<file path="src/rtl/afe_spi_writer.sv">
// afe_spi_writer: serial word writer for AFE boards, one CLK/SDI/LE lane per board.
module afe_spi_writer #(
    parameter int CLK_RATE      = 99999001,
    parameter int SPI_RATE      = 10000000,
    parameter int DATA_WIDTH    = 8,
    parameter int CHANNEL_COUNT = 2,
    parameter int CHSEL_WIDTH   = 1
) (
    input  logic                     sysClk,
    input  logic                     sysReset,
    input  logic                     start,
    input  logic [CHSEL_WIDTH-1:0]   channel,
    input  logic [DATA_WIDTH-1:0]    data,
    input  logic                     clearErrors,
    output logic                     busy,
    output logic                     overrun,
    output logic                     badChannel,
    output logic [CHANNEL_COUNT-1:0] AFE_SPI_CLK,
    output logic [CHANNEL_COUNT-1:0] AFE_SPI_SDI,
    output logic [CHANNEL_COUNT-1:0] AFE_SPI_LE
);
    localparam longint HQ = (longint'(CLK_RATE) + longint'(2) * longint'(SPI_RATE) - longint'(1))
                            / (longint'(2) * longint'(SPI_RATE));
    localparam int HALF = (HQ < longint'(1)) ? 1 : int'(HQ);
    localparam int TW = $clog2(HALF + 1);
    localparam int BW = $clog2(DATA_WIDTH + 1);

    typedef enum logic [2:0] {IDLE, CLK_LO, CLK_HI, SETTLE, LATCH, GAP} state_t;

    state_t                   state_q, state_d;
    logic [TW-1:0]            tick_q, tick_d;
    logic [BW-1:0]            bits_q, bits_d;
    logic [DATA_WIDTH-1:0]    shift_q, shift_d;
    logic [CHSEL_WIDTH-1:0]   chan_q, chan_d;
    logic                     busy_q, busy_d, ovr_q, ovr_d, bad_q, bad_d;
    logic [CHANNEL_COUNT-1:0] clk_q, clk_d, sdi_q, sdi_d, le_q, le_d, lane;
    logic                     last, ch_ok;

    always_comb begin
        state_d = state_q;
        tick_d  = tick_q;
        bits_d  = bits_q;
        shift_d = shift_q;
        chan_d  = chan_q;
        last    = tick_q == TW'(HALF - 1);
        ch_ok   = 32'(channel) < 32'(CHANNEL_COUNT);
        ovr_d   = (start && busy_q) || (ovr_q && !clearErrors);
        bad_d   = (start && !ch_ok) || (bad_q && !clearErrors);
        if (state_q == IDLE) begin
            if (start && ch_ok) begin
                state_d = CLK_LO;
                tick_d  = '0;
                bits_d  = BW'(DATA_WIDTH - 1);
                shift_d = data;
                chan_d  = channel;
            end
        end else begin
            tick_d = last ? '0 : tick_q + TW'(1);
            if (last) begin
                case (state_q)
                    CLK_LO: state_d = CLK_HI;
                    CLK_HI: begin
                        shift_d = shift_q << 1;
                        bits_d  = bits_q - BW'(1);
                        state_d = (bits_q == '0) ? SETTLE : CLK_LO;
                    end
                    SETTLE: state_d = LATCH;
                    LATCH:  state_d = GAP;
                    default: state_d = IDLE;
                endcase
            end
        end
        // pins are registered from the next state so each lane switches cleanly on the edge
        lane   = CHANNEL_COUNT'(1) << chan_d;
        busy_d = state_d != IDLE;
        clk_d  = (state_d == CLK_HI) ? lane : '0;
        sdi_d  = ((state_d == CLK_LO || state_d == CLK_HI) && shift_d[DATA_WIDTH-1]) ? lane : '0;
        le_d   = (state_d == LATCH) ? lane : '0;
    end

    always_ff @(posedge sysClk) begin
        if (sysReset) begin
            state_q <= IDLE;
            tick_q  <= '0;
            bits_q  <= '0;
            shift_q <= '0;
            chan_q  <= '0;
            busy_q  <= 1'b0;
            ovr_q   <= 1'b0;
            bad_q   <= 1'b0;
            clk_q   <= '0;
            sdi_q   <= '0;
            le_q    <= '0;
        end else begin
            state_q <= state_d;
            tick_q  <= tick_d;
            bits_q  <= bits_d;
            shift_q <= shift_d;
            chan_q  <= chan_d;
            busy_q  <= busy_d;
            ovr_q   <= ovr_d;
            bad_q   <= bad_d;
            clk_q   <= clk_d;
            sdi_q   <= sdi_d;
            le_q    <= le_d;
        end
    end

    assign busy        = busy_q;
    assign overrun     = ovr_q;
    assign badChannel  = bad_q;
    assign AFE_SPI_CLK = clk_q;
    assign AFE_SPI_SDI = sdi_q;
    assign AFE_SPI_LE  = le_q;
endmodule

</file>
<file path="config.mk">
export PLATFORM = sky130hd
export DESIGN_NAME = afe_spi_writer
export DESIGN_NICKNAME = d
export VERILOG_FILES = /design/src/rtl/afe_spi_writer.sv
export SDC_FILE = /design/constraint.sdc
export NUM_CORES = 1
export LEC_CHECK = 0
export BUFFER_PORTS_ARGS = -buffer_cell sky130_fd_sc_hd__buf_2
export CORE_ASPECT_RATIO = 0.9
export CORE_MARGIN = 10
export CORE_UTILIZATION = 52
export CTS_CLUSTER_SIZE = 28
export DETAILED_ROUTE_END_ITERATION = 8
export GPL_ROUTABILITY_DRIVEN = 0
export PLACE_DENSITY = 0.75
export REMOVE_ABC_BUFFERS = 1
export SLEW_MARGIN = 20
export SYNTH_ARGS = -nofsm -noshare
export SYNTH_HDL_FRONTEND = slang
export SYNTH_SLANG_ARGS = --single-unit
</file>
<file path="constraint.sdc">
create_clock -name sysClk -period 1.9 [get_ports sysClk]
set_clock_uncertainty 0.15 [all_clocks]
set_input_delay 0.38 -clock sysClk [delete_from_list [all_inputs] [get_ports sysClk]]
set_output_delay 0.38 -clock sysClk [all_outputs]
set_load 0.01 [all_outputs]
</file>
==> flow_summary.json, run 1 <==
{
  "outcome": "completed",
  "layout.nets": 189,
  "whs_ns": 0.0401,
  "crit_fanout": 8,
  "n_fill_cell": 214,
  "regToRegStartpoint": "state_q[2]",
  "rows": 17,
  "total_power_mw": 1.11,
  "stdcell_count": 199,
  "synth_edf_count": 0,
  "rsz0062_at_grt": "no",
  "tritoncts.num_buffers": 3,
  "combPwrFrac_pct": 15.7,
  "cts-root-buf": "clkbuf_4",
  "tightest_slew_ns": 0.491,
  "met2WireLength_mm": 1.37,
  "clkPwrFrac_pct": 26.2,
  "slew_headroom_pct": 67.1,
  "die_x_um": 73.4,
  "synth_cells": 143,
  "firstDrtPassIters": 5,
  "maxCapViolCount": 0,
  "utilization_pct": 64.1,
  "grt_antenna_before_repair": 0,
  "clock_path_buffers": 2,
  "reg2reg_depth": 4,
  "worst_slack_ns": 0.0981,
  "min_path_type": "input port to register",
  "endpoint_kind": "register",
  "yosysSeqAreaShare_pct": 42.0,
  "hold_viol": 0,
  "clk_latency_ns": 0.33,
  "finalInstanceArea_mm2": 0.00157,
  "numPlacedInstances": 195,
  "ys_types": 39,
  "drt.antenna.violating_nets": 0,
  "die_h_um": 68.1,
  "worstSetupEndpoint": "shift_q[1]",
  "core_mm2": 0.00245,
  "async_flop_share_pct": 0,
  "max-vdd-ir-drop_mv": 0.723,
  "vias": 1143,
  "drt_wl_total_mm": 2.98,
  "worstSetupPathType": "register to register",
  "syn_avg_cell_area_um2": 9.34,
  "tns_ns": 0,
  "yosysWarnings": 0,
  "p_switching_uw": 292,
  "grt_pass1_vias": 1054,
  "fmax_mhz": 555,
  "final.period_utilization_pct": 94.8,
  "h-tree-depth": 1,
  "drive_gt1_share_pct": 28.7,
  "regToRegSetupSlack_ns": 0.1,
  "p_sw_share_pct": 26.4,
  "post_cts_buffers": 0,
  "critPathLaunch": "state_q[2]",
  "wl_met1_mm": 1.39,
  "grt_max_degree": 19,
  "crit_required_ns": 1.99,
  "synth-main-ff-cell": "dfxtp_1",
  "wl_per_cell_um": 15.0,
  "r2r_end": "shift_q[1]",
  "ios": 22,
  "port-buffer-count": 21,
  "cts_hold_buf": 0,
  "dp_slack_ns": 0.108,
  "drt_iter0_drc": 111,
  "seqPwrFrac_pct": 58.0,
  "mostFrequentLayoutCells": "dfxtp_1, buf_2, nor2_1",
  "drv_slew": 0,
  "viasPerCell": 5.74,
  "powerDensity_mw_per_mm2": 706,
  "post-route-drc-count": 0,
  "intPower_uw": 815,
  "grt_usage_pct": 11.9,
  "diodes": 0,
  "p_leak_nw": 0.641,
  "min_period_ns": 1.80,
  "critPathLaunchType": "register",
  "start_util_pct": 54.6,
  "grt_overflow": 0,
  "finalSetupViolCount": 0,
  "cts_num_sinks": 28,
  "cp.arrival_ns": 1.89,
  "syn_area_mm2": 0.00134,
  "highest_layer": "met4",
  "worstPathCellList": "nor4b_4, buf_4, a22oi_1, a211oi_1",
  "syn_to_final_growth_pct": 17.4,
  "slowest_delay_ns": 0.54,
  "wl_met3_um": 214,
  "path_clk_slew_ns": 0.15,
  "die-area_mm2": 0.00500,
  "synth.ff_latch_count": 28,
  "grt_pass1_wl_mm": 4.89,
  "cts_tree": "built",
  "final_common_cell": "dfxtp_1",
  "hpwlAfterDp_mm": 2.28,
  "dpl_cell_area_mm2": 0.00151,
  "slowest_stage": "nor4b_4"
}
==> worst min path at each step <==
| stage | startpoint | depth (start not counted) | endpoint | slack, ns |
|---|---|---|---|---|
| 2_1_floorplan | bits_q[3] | 2 | bits_q[3] | 0.29 |
| 3_3_place_gp | busy | 2 | overrun | 0.29 |
| 3_5_place_dp | busy | 2 | overrun | 0.31 |
| 4_1_cts | clearErrors | 2 | badChannel | 0.04 |
| 5_1_grt | clearErrors | 2 | badChannel | 0.04 |
| 6_report | clearErrors | 2 | badChannel | 0.04 |
==> critical path: cells and delay by family (launching register included) <==
kind	cells	cell delay (ns)
simple gates	1	0.54
flops	1	0.42
compound gates	2	0.34
buf+inv	1	0.25
==> power by group through the flow <==
stage / Sequential (mW) / Combinational [mW] / Clock (mW)
6_report: 0.643 / 0.174 / 0.290
2_1_floorplan: 0.656 / 0.101 / 0
3_5_place_dp: 0.655 / 0.170 / 0
5_1_grt: 0.647 / 0.195 / 0.320
3_3_place_gp: 0.653 / 0.165 / 0
4_1_cts: 0.642 / 0.171 / 0.294
==> layer usage <==
metal | global-route usage, % | up-vias
met4 | 1.63 | 0
met5 | 0 | -
li1 | - | 583
met2 | 18.8 | 31
met1 | 15.1 | 527
met3 | 5.06 | 2
==> registers in the layout, summed over array words and instances, names as in the netlist, 2 cells and up <==
| name | count |
|---|---|
| AFE_SPI_CLK | 2 |
| tick_q | 3 |
| state_q | 3 |
| shift_q | 8 |
| AFE_SPI_LE | 2 |
| bits_q | 4 |
| AFE_SPI_SDI | 2 |
==> cell usage after synthesis (3+ instances only) <==
| cell | instances | area share [%] |
|---|---|---|
| a211oi_1 | 12 | 6.7 |
| a21oi_1 | 9 | 3.4 |
| a22oi_1 | 8 | 4.5 |
| and2_1 | 3 | 1.4 |
| buf_4 | 3 | 1.7 |
| clkbuf_1 | 3 | 0.84 |
| dfxtp_1 | 28 | 42 |
| ha_1 | 4 | 3.7 |
| inv_1 | 7 | 2.0 |
| nand2_1 | 7 | 2.0 |
| nand2b_1 | 3 | 1.4 |
| nor2_1 | 17 | 4.8 |
| nor3_1 | 5 | 1.9 |
| nor3_2 | 3 | 2.2 |
==> final cells by class <==
| type | count | area, µm² | share of cell area, % |
|---|---|---|---|
| sequential | 28 | 561 | 35.8 |
| tap | 28 | 35.0 | 2.23 |
| clock buffer | 4 | 36.3 | 2.31 |
| inverter | 7 | 26.3 | 1.68 |
| timing repair buffer | 32 | 188 | 12.0 |
| multi-input combinational | 100 | 722 | 46.0 |
==> timing repair <==
action	in CTS	in global routing
hold endpoints to repair	0	0
endpoints found under the setup margin	0	7
resized for setup	0	4
==> cells by family (layout without fill, tap and decap cells) <==
family	Yosys count	in the layout	synth area share, %
buffers and inverters	15	43	5.25
AOI/OAI and AO/OA	41	41	23.8
adders and majority gates	4	4	3.75
xor gates and xnor gates	1	1	0.656
DFF	28	28	42.0
muxes	4	4	3.19
and+or+nand+nor	50	50	21.4
No activity file was read; power rests on OpenSTA's default activity.
==> run 2: changes to the inputs <==
--- a/config.mk
+++ b/config.mk
@@ -8,11 +8,11 @@
 export BUFFER_PORTS_ARGS = -buffer_cell sky130_fd_sc_hd__buf_2
 export CORE_ASPECT_RATIO = 0.9
 export CORE_MARGIN = 10
-export CORE_UTILIZATION = 52
+export CORE_UTILIZATION = 54
 export CTS_CLUSTER_SIZE = 28
 export DETAILED_ROUTE_END_ITERATION = 8
 export GPL_ROUTABILITY_DRIVEN = 0
-export PLACE_DENSITY = 0.75
+export PLACE_DENSITY = 0.78
 export REMOVE_ABC_BUFFERS = 1
 export SLEW_MARGIN = 20
 export SYNTH_ARGS = -nofsm -noshare
==> run 2 against run 1 <==
Hold slack improved by 0.0010 ns. Highest routed layer unchanged. Sequential power barely moved. Largest power group unchanged. Final cell count fell by 0.50%. Via count rose by 2.0%. Clock-buffer cell count fell by 1. Critical path depth did not move. First-iteration DRC count fell by 21%. Combinational power fell by 3%.
==> flow_summary.json, run 2 (synthesis results as in run 1) <==
{
  "fmax_mhz": 567,
  "drive_gt1_share_pct": 29.4,
  "outcome": "completed",
  "grt_usage_pct": 11.4,
  "mostFrequentLayoutCells": "dfxtp_1, buf_2, nor2_1",
  "hold_path_startpoint": "clearErrors",
  "clock_path_buffers": 2,
  "die-area_mm2": 0.00486,
  "regToRegStartpoint": "state_q[1]",
  "finalSetupViolCount": 0,
  "finalInstanceArea_mm2": 0.00158,
  "p_leak_nw": 0.641,
  "port-buffer-count": 21,
  "drt_wl_total_mm": 2.79,
  "grt_pass1_vias": 1046,
  "regToRegSetupSlack_ns": 0.14,
  "die_h_um": 67.2,
  "syn_to_final_growth_pct": 18.4,
  "start_util_pct": 55.5,
  "drt.antenna.violating_nets": 0,
  "hpwlAfterDp_mm": 2.09,
  "cts_num_sinks": 28,
  "firstDrtPassIters": 4,
  "diodes": 0,
  "grt_overflow": 0,
  "min_path_type": "input port to register",
  "drt_iter0_drc": 88,
  "powerDensity_mw_per_mm2": 765,
  "rows": 17,
  "layout.nets": 188,
  "worstSetupPathType": "register to register",
  "path_clk_slew_ns": 0.15,
  "min_path_cells": 2,
  "clk_latency_ns": 0.34,
  "grt_max_degree": 20,
  "endpoint_kind": "register",
  "crit_required_ns": 2.02,
  "rsz0062_at_grt": "no",
  "cp.arrival_ns": 1.89,
  "final.period_utilization_pct": 92.8,
  "h-tree-depth": 1,
  "final_common_cell": "dfxtp_1",
  "crit_fanout": 16,
  "dpl_cell_area_mm2": 0.00149,
  "critPathLaunchType": "register",
  "tritoncts.num_buffers": 3,
  "holdPathEnd": "badChannel",
  "cts_tree": "built",
  "core_mm2": 0.00240,
  "vias": 1166,
  "slew_headroom_pct": 71.0,
  "max-vdd-ir-drop_mv": 0.537,
  "grt_antenna_before_repair": 0,
  "die_x_um": 72.4,
  "cts_hold_buf": 0,
  "maxCapViolCount": 0,
  "largest_reg_flops": 8,
  "whs_ns": 0.0411,
  "cts-root-buf": "clkbuf_4",
  "largest_registers": "shift_q x8, bits_q x4",
  "post-route-drc-count": 0,
  "wl_per_cell_um": 14.1,
  "reg2reg_depth": 4,
  "min_period_ns": 1.76,
  "drv_slew": 0,
  "utilization_pct": 65.7,
  "hold_viol": 0,
  "viasPerCell": 5.89,
  "tightest_slew_ns": 0.429,
  "total_power_mw": 1.21,
  "r2r_end": "AFE_SPI_SDI[0]",
  "regMostFlops": "shift_q",
  "ios": 22,
  "grt_pass1_wl_mm": 4.52,
  "tns_ns": 0,
  "n_fill_cell": 183
}
==> run 2: layout make-up <==
type                            count  area, µm²  share of cell area (%)
Clock buffer                        3       22.5                    1.43
Clock inverter                      1       30.0                    1.90
Inverter                            7       26.3                    1.66
Multi-Input combinational cell    100        723                    45.8
Sequential cell                    28        563                    35.6
Tap cell                           28       35.0                    2.22
Timing Repair Buffer               31        180                    11.4
==> run 2: where the power goes <==
group | internal, mW | leakage, nW | switching [mW] | total [mW]
clock network | 0.214 | 0.0279 | 0.181 | 0.394
logic | 0.0796 | 0.383 | 0.0897 | 0.169
registers | 0.619 | 0.230 | 0.0264 | 0.645
==> run 2: routing by layer <==
layer / wire, µm / global-route usage (%) / up-vias
met3: 188 / 3.37 / 7
met1: 1270 / 13.6 / 536
met4: 71 / 6.64 / 0
li1: - / - / 586
met2: 1260 / 18.0 / 37
met5: 0 / 0 / -
==> run 2: repair_timing <==
item | in CTS | in global routing
setup buffers | 0 | 2
endpoints found under the hold margin | 0 | 0
endpoints found under the setup margin | 0 | 9
resized for setup | 0 | 6
==> run 2: critical path, cell delays in order (launching register included) <==
cell and delay [ns]:
dfxtp_2 0.44, nor4b_4 0.37, buf_4 0.18, mux2_2 0.36, nor3_1 0.19
==> run 2: how the worst max path moves through the flow <==
| stage | startpoint | endpoint | slack (ns) | cells after the start |
|---|---|---|---|---|
| 2_1_floorplan | state_q[2] | AFE_SPI_LE[1] | 0.07 | 3 |
| 3_3_place_gp | state_q[1] | bits_q[3] | 0.09 | 4 |
| 3_5_place_dp | state_q[1] | bits_q[3] | 0.05 | 4 |
| 4_1_cts | state_q[1] | bits_q[3] | 0.02 | 4 |
| 5_1_grt | tick_q[1] | bits_q[3] | 0.008 | 6 |
| 6_report | state_q[1] | AFE_SPI_SDI[0] | 0.14 | 4 |
==> run 2: metrics by stage <==
| step | setup WS [ns] | std cells |
|---|---|---|
| finish | 0.136 | 198 |
| global route | 0.00828 | 198 |
| CTS | 0.0196 | 196 |
| detailed placement | 0.0532 | 192 |
| global placement | 0.0863 | 192 |
| floorplan | 0.0736 | 135 |
